### config.mk
export PLATFORM = sky130hd
export DESIGN_NAME = i2c_eeprom_slave
export DESIGN_NICKNAME = d
export VERILOG_FILES = /design/src/rtl/i2c_eeprom_slave.sv
export SDC_FILE = /design/constraint.sdc
export NUM_CORES = 2
export LEC_CHECK = 0
export BUFFER_PORTS_ARGS = -buffer_cell sky130_fd_sc_hd__buf_2
export CAP_MARGIN = 20
export CORE_AREA = 2 2 394 396
export CTS_BUF_LIST = sky130_fd_sc_hd__clkbuf_16
export CTS_CLUSTER_SIZE = 10
export DETAILED_ROUTE_END_ITERATION = 6
export DIE_AREA = 0 0 396 398
export HOLD_SLACK_MARGIN = 0.1
export PLACE_DENSITY_LB_ADDON = 0.05
export REMOVE_ABC_BUFFERS = 1
export SETUP_SLACK_MARGIN = 0.3
export SLEW_MARGIN = 30
export SYNTH_ARGS = -nofsm -noshare
export SYNTH_HDL_FRONTEND = slang
export SYNTH_SLANG_ARGS = --single-unit
### constraint.sdc
create_clock -name clk -period 3.2 [get_ports clk]
set_input_delay 0.64 -clock clk [delete_from_list [all_inputs] [get_ports clk]]
set_output_delay 0.64 -clock clk [all_outputs]
set_load 0.1 [all_outputs]
### src/rtl/i2c_eeprom_slave.sv
// I2C slave emulating a 256-byte 24C02-style EEPROM with a one-byte word address.
// SCL/SDA are oversampled on clk; SDA is only ever pulled low via sda_oe.
module i2c_eeprom_slave #(
  parameter logic [6:0] ADDRESS   = 7'b1010000,
  parameter int         MEM_DEPTH = 256
) (
  input  logic clk,
  input  logic rst,
  input  logic scl_i,
  input  logic sda_i,
  output logic sda_oe,
  output logic busy
);

  typedef enum logic [3:0] {
    IDLE, DEV_ADDR, ACK_DEV, WORD_ADDR, ACK_WORD,
    WR_DATA, ACK_WR, RD_DATA, RD_ACK, WAIT_STOP
  } state_e;

  logic [1:0] scl_sync_q, sda_sync_q;
  logic       scl_prev_q, sda_prev_q;
  logic       scl_s, sda_s;
  logic       scl_rise, scl_fall, start, stop;

  state_e     state_q, state_d;
  logic [3:0] cnt_q, cnt_d;
  logic [7:0] shift_q, shift_d;
  logic [7:0] ptr_q, ptr_d;
  logic       rw_q, rw_d;
  logic       ack_on_q, ack_on_d;
  logic       sda_oe_q, sda_oe_d;
  logic       busy_q, busy_d;
  logic       we;
  logic [7:0] byte_in, rd_byte;
  logic [7:0] mem_q [MEM_DEPTH];

  // Synchronizers reset to 1 so an idle bus produces no spurious edges
  always_ff @(posedge clk) begin
    if (rst) begin
      scl_sync_q <= 2'b11;
      sda_sync_q <= 2'b11;
      scl_prev_q <= 1'b1;
      sda_prev_q <= 1'b1;
    end else begin
      scl_sync_q <= {scl_sync_q[0], scl_i};
      sda_sync_q <= {sda_sync_q[0], sda_i};
      scl_prev_q <= scl_sync_q[1];
      sda_prev_q <= sda_sync_q[1];
    end
  end

  assign scl_s    = scl_sync_q[1];
  assign sda_s    = sda_sync_q[1];
  assign scl_rise = scl_s & ~scl_prev_q;
  assign scl_fall = ~scl_s & scl_prev_q;
  assign start    = scl_s & ~sda_s & sda_prev_q;
  assign stop     = scl_s & sda_s & ~sda_prev_q;
  assign byte_in  = {shift_q[6:0], sda_s};
  assign rd_byte  = mem_q[ptr_q];

  always_comb begin
    state_d  = state_q;
    cnt_d    = cnt_q;
    shift_d  = shift_q;
    ptr_d    = ptr_q;
    rw_d     = rw_q;
    ack_on_d = ack_on_q;
    sda_oe_d = sda_oe_q;
    busy_d   = busy_q;
    we       = 1'b0;
    if (stop) begin
      state_d  = IDLE;
      sda_oe_d = 1'b0;
      busy_d   = 1'b0;
      ack_on_d = 1'b0;
    end else if (start) begin
      state_d  = DEV_ADDR;
      cnt_d    = '0;
      sda_oe_d = 1'b0;
      busy_d   = 1'b0;
      ack_on_d = 1'b0;
    end else begin
      unique case (state_q)
        DEV_ADDR, WORD_ADDR, WR_DATA: begin
          if (scl_rise) begin
            shift_d = byte_in;
            cnt_d   = cnt_q + 4'd1;
            if (cnt_q == 4'd7) begin
              cnt_d = '0;
              if (state_q == WORD_ADDR) begin
                ptr_d   = byte_in;
                state_d = ACK_WORD;
              end else if (state_q == WR_DATA) begin
                we      = 1'b1;
                ptr_d   = ptr_q + 8'd1;
                state_d = ACK_WR;
              end else if (byte_in[7:1] == ADDRESS) begin
                rw_d    = byte_in[0];
                state_d = ACK_DEV;
              end else begin
                state_d = WAIT_STOP;
              end
            end
          end
        end
        // First fall pulls the ACK, second fall ends it
        ACK_DEV, ACK_WORD, ACK_WR: begin
          if (scl_fall) begin
            ack_on_d = ~ack_on_q;
            sda_oe_d = ~ack_on_q;
            if (!ack_on_q) begin
              busy_d = busy_q | (state_q == ACK_DEV);
            end else if (state_q != ACK_DEV) begin
              state_d = WR_DATA;
            end else if (!rw_q) begin
              state_d = WORD_ADDR;
            end else begin
              state_d  = RD_DATA;
              sda_oe_d = ~rd_byte[7];
              shift_d  = {rd_byte[6:0], 1'b0};
              cnt_d    = 4'd1;
            end
          end
        end
        RD_DATA: begin
          if (scl_fall) begin
            if (cnt_q == 4'd8) begin
              sda_oe_d = 1'b0;
              cnt_d    = '0;
              state_d  = RD_ACK;
            end else if (cnt_q == 4'd0) begin
              sda_oe_d = ~rd_byte[7];
              shift_d  = {rd_byte[6:0], 1'b0};
              cnt_d    = 4'd1;
            end else begin
              sda_oe_d = ~shift_q[7];
              shift_d  = {shift_q[6:0], 1'b0};
              cnt_d    = cnt_q + 4'd1;
            end
          end
        end
        RD_ACK: begin
          if (scl_rise) begin
            ptr_d = ptr_q + 8'd1;
            if (sda_s) begin
              state_d = WAIT_STOP;
              busy_d  = 1'b0;
            end else begin
              state_d = RD_DATA;
            end
          end
        end
        default: ;
      endcase
    end
  end

  always_ff @(posedge clk) begin
    if (rst) begin
      state_q  <= IDLE;
      cnt_q    <= '0;
      shift_q  <= '0;
      ptr_q    <= '0;
      rw_q     <= 1'b0;
      ack_on_q <= 1'b0;
      sda_oe_q <= 1'b0;
      busy_q   <= 1'b0;
    end else begin
      state_q  <= state_d;
      cnt_q    <= cnt_d;
      shift_q  <= shift_d;
      ptr_q    <= ptr_d;
      rw_q     <= rw_d;
      ack_on_q <= ack_on_d;
      sda_oe_q <= sda_oe_d;
      busy_q   <= busy_d;
    end
  end

  always_ff @(posedge clk) begin
    if (rst) begin
      for (int i = 0; i < MEM_DEPTH; i++) mem_q[i] <= '0;
    end else if (we) begin
      mem_q[ptr_q] <= byte_in;
    end
  end

  assign sda_oe = sda_oe_q;
  assign busy   = busy_q;

endmodule

==> results.cfg <==
[layout]
final_layout_size_suffix_gt1_share_pct = 26.0
antennaDiodeCount = 0
fillers = 9643
finalNonFillerCells = 8410
multiInputGateArea_sq_um = 32700
regArea_sq_um = 62400
area_growth_pct = 12.6
nNetsFinal = 6289

[drt]
ant_nets = 0
wirelength_mm = 269
drt_iter0_drc = 8845
drc = 2
dr.pass1.iters = 7
via_count = 59688
vias_per_cell = 7.10
wl_per_cell_um = 32.0

[timing]
hold_viol_final = 0
tns_ps = 0
fin_crit_ps = 3150
drv_slew = 0
setup_viol = 0
max_slew_margin_pct = 30.4
rsz0062_at_grt = true
period_share_pct = 98.4
fin_worst_skew_ps = 24.9
fmax_ghz = 0.318
tightest_slew_ps = 1040

[place]
portBuffers = 5
hpwl_mm = 155
gp_congestion = 0.882
dp_cells = 8013

[floorplanning]
core_sq_um = 153000
start_util_pct = 63.6
io_pins = 6
num_rows = 144
die_width_um = 396
dieArea_sq_um = 158000
die_y_um = 398

[synth]
ys.flop_type = edfxtp_1
synth_edf_count = 2048
ys_ff_latch = 2090
yosysSeqAreaShare_pct = 64.0
ys_types = 63
netlist_instances = 6470
synth-warning-count = 0
ys_async_sr_fraction_pct = 0
syn_area_sq_um = 97500
syn_avg_cell_area_sq_um = 15.1

[power_and_ir_drop]
power.density_nw_per_um2 = 515
p_int_mw = 44.4
p_switching_mw = 12.1
p_comb_share_pct = 3.6
clkPwrFrac_pct = 41.2
seqPwrFrac_pct = 55.2
vdd_drop_max_mv = 0.606
p_sw_share_pct = 21.4
p_leak_nw = 45.3

[worst_setup_path]
cp-end-kind = flop
startpoint_type = flop
r2r-end = sda_oe$_SDFFE_PP0P_
crit_type = reg -> reg
critPathMaxFanout = 5
r2r_setup_slack_ps = 50
worst_r2r_path_depth = 12
cp.arrival_ps = 3890
worstPathRequired_ps = 3940

[run_status]
status = finished, violations left
violations = design-rule violations

[clock_tree]
cts_sinks = 2090
path_clk_slew_ps = 60
cts_buffers = 230
htreeDepth = 4
cts_tree = built
cts.path.max_buffers = 3
clk_latency_ps = 860
cts-root-buf = clkbuf_16

[worst_hold_path]
min_from = rst
hold_end = state_q[2]$_SDFFE_PP0P_
min_path_type = in -> reg
hold_depth = 3

[flow_run]
drv_cap = 0

[global_route]
grt_pass1_wl_mm = 396
grt_remaining_overflow = 0
antenna_found_initial = 5
grtUsageTotal_pct = 34.1
grt_start_max_net_pins = 196
grt_pass1_vias = 58213
power groups by stage:
stage	Sequential, mW	Clock, mW	Combinational [mW]
after floorplan	31.7	0	0.930
after global placement	31.7	0	1.92
after detailed placement	31.7	0	1.94
after CTS	31.2	23.4	1.98
after global routing	31.2	24.4	2.12
final	31.2	23.3	2.03
routing by layer:
layer / up-vias / track usage, % / part of all wire (%)
met3: 449 / 5.99 / 11
met2: 3534 / 52.2 / 47
met5: - / 0 / 0.0048
met4: 2 / 10.7 / 2.8
li1: 24977 / - / -
met1: 30726 / 50.9 / 39
synthesized netlist by cell type, types with 36 or more instances:
cell type | n | area [sq um]
and2_1 | 205 | 1280
mux4_2 | 574 | 12900
nor2_1 | 79 | 297
nor3_1 | 36 | 180
a22oi_1 | 59 | 443
a21oi_1 | 55 | 275
a22o_1 | 42 | 368
a21o_1 | 239 | 1790
nand2_1 | 53 | 199
dfxtp_1 | 42 | 841
a221oi_1 | 44 | 385
clkbuf_1 | 758 | 2850
buf_2 | 68 | 340
and3_1 | 1851 | 11600
edfxtp_1 | 2048 | 61500
through the flow:
stage	worst slack [ps]	total power [mW]	utilization, %	instance area [sq um]	hold slack [ps]
after global placement	-258	33.6	65.8	101000	399
after global routing	23.4	57.8	71.5	110000	209
after detailed placement	-278	33.7	65.8	101000	393
final	50.6	56.5	71.5	110000	253
after floorplan	-19730	32.6	-	93800	389
after CTS	101	56.5	71.1	109000	190
logic make-up (layout without fill, tap and decap cells):
logic type,Yosys count,after routing,synth area share [%]
xor gates and xnor gates,2,2,0.0180
adders and majority gates,6,6,0.0770
muxes,591,591,13.4
and+or+nand+nor,2340,2340,14.7
DFF,2090,2090,64.0
buffers and inverters,902,798,3.78
AOI/OAI and AO/OA,539,539,4.06
worst max path at each step:
stage / cells past startpoint / slack [ps] / endpoint
floorplan: 7 / -19730 / sda_oe$_SDFFE_PP0P_
detailed placement: 10 / -280 / sda_oe$_SDFFE_PP0P_
global placement: 10 / -260 / shift_q[1]$_SDFFE_PP0P_
CTS: 13 / 100 / sda_oe$_SDFFE_PP0P_
global route: 12 / 20 / shift_q[3]$_SDFFE_PP0P_
finish: 12 / 50 / sda_oe$_SDFFE_PP0P_
state kept, by name, indices dropped and copies added, names as in the netlist, 2 cells and up, named ones only:
register / cells
mem_q: 2048
ptr_q: 8
shift_q: 8
cnt_q: 4
state_q: 4
scl_sync_q: 2
sda_sync_q: 2
final cells by class:
cell class	instances	area share [%]
flip-flops and latches	2090	56.9
inverters	8	0.0274
well taps	2044	2.33
clock inverters	85	0.444
multi-input cells	3478	29.8
clock buffers	234	5.34
repair buffers	471	5.21
worst max-delay path, stage by stage, from the launching register on:
cell and delay, ps:
dfxtp_4 370, buf_12 170, buf_12 120, buf_16 140, mux4_2 570, mux4_2 520, mux2i_4 230, nand2_1 100
o221ai_2 80, buf_4 180, a22oi_2 80, buf_4 190, a2111oi_4 270
timing repair:
| action | CTS | global route |
|---|---|---|
| pin swaps | 25 | 19 |
| resized for setup | 219 | 160 |
| endpoints found under the hold margin | 2 | 0 |
| endpoints found under the setup margin | 715 | 2162 |
| setup buffers | 41 | 14 |
| gates cloned | 17 | 4 |
| hold buffers | 2 | 0 |
cell usage in the layout (no fill, tap or decap), types with 33 or more instances in the layout:
| cell | synthesis | final |
|---|---|---|
| a21o_1 | 239 | 61 |
| a21o_2 | 0 | 171 |
| a21oi_1 | 55 | 50 |
| a22o_1 | 42 | 42 |
| a22oi_1 | 59 | 38 |
| and2_1 | 205 | 206 |
| and3_1 | 1851 | 1851 |
| buf_12 | 0 | 104 |
| buf_4 | 13 | 298 |
| clkbuf_16 | 0 | 238 |
| edfxtp_1 | 2048 | 2048 |
| inv_1 | 8 | 73 |
| mux4_2 | 574 | 574 |
| nand2_1 | 53 | 52 |
| nor2_1 | 79 | 52 |
| or2_2 | 33 | 33 |
Power figures use the tool's default switching activity.
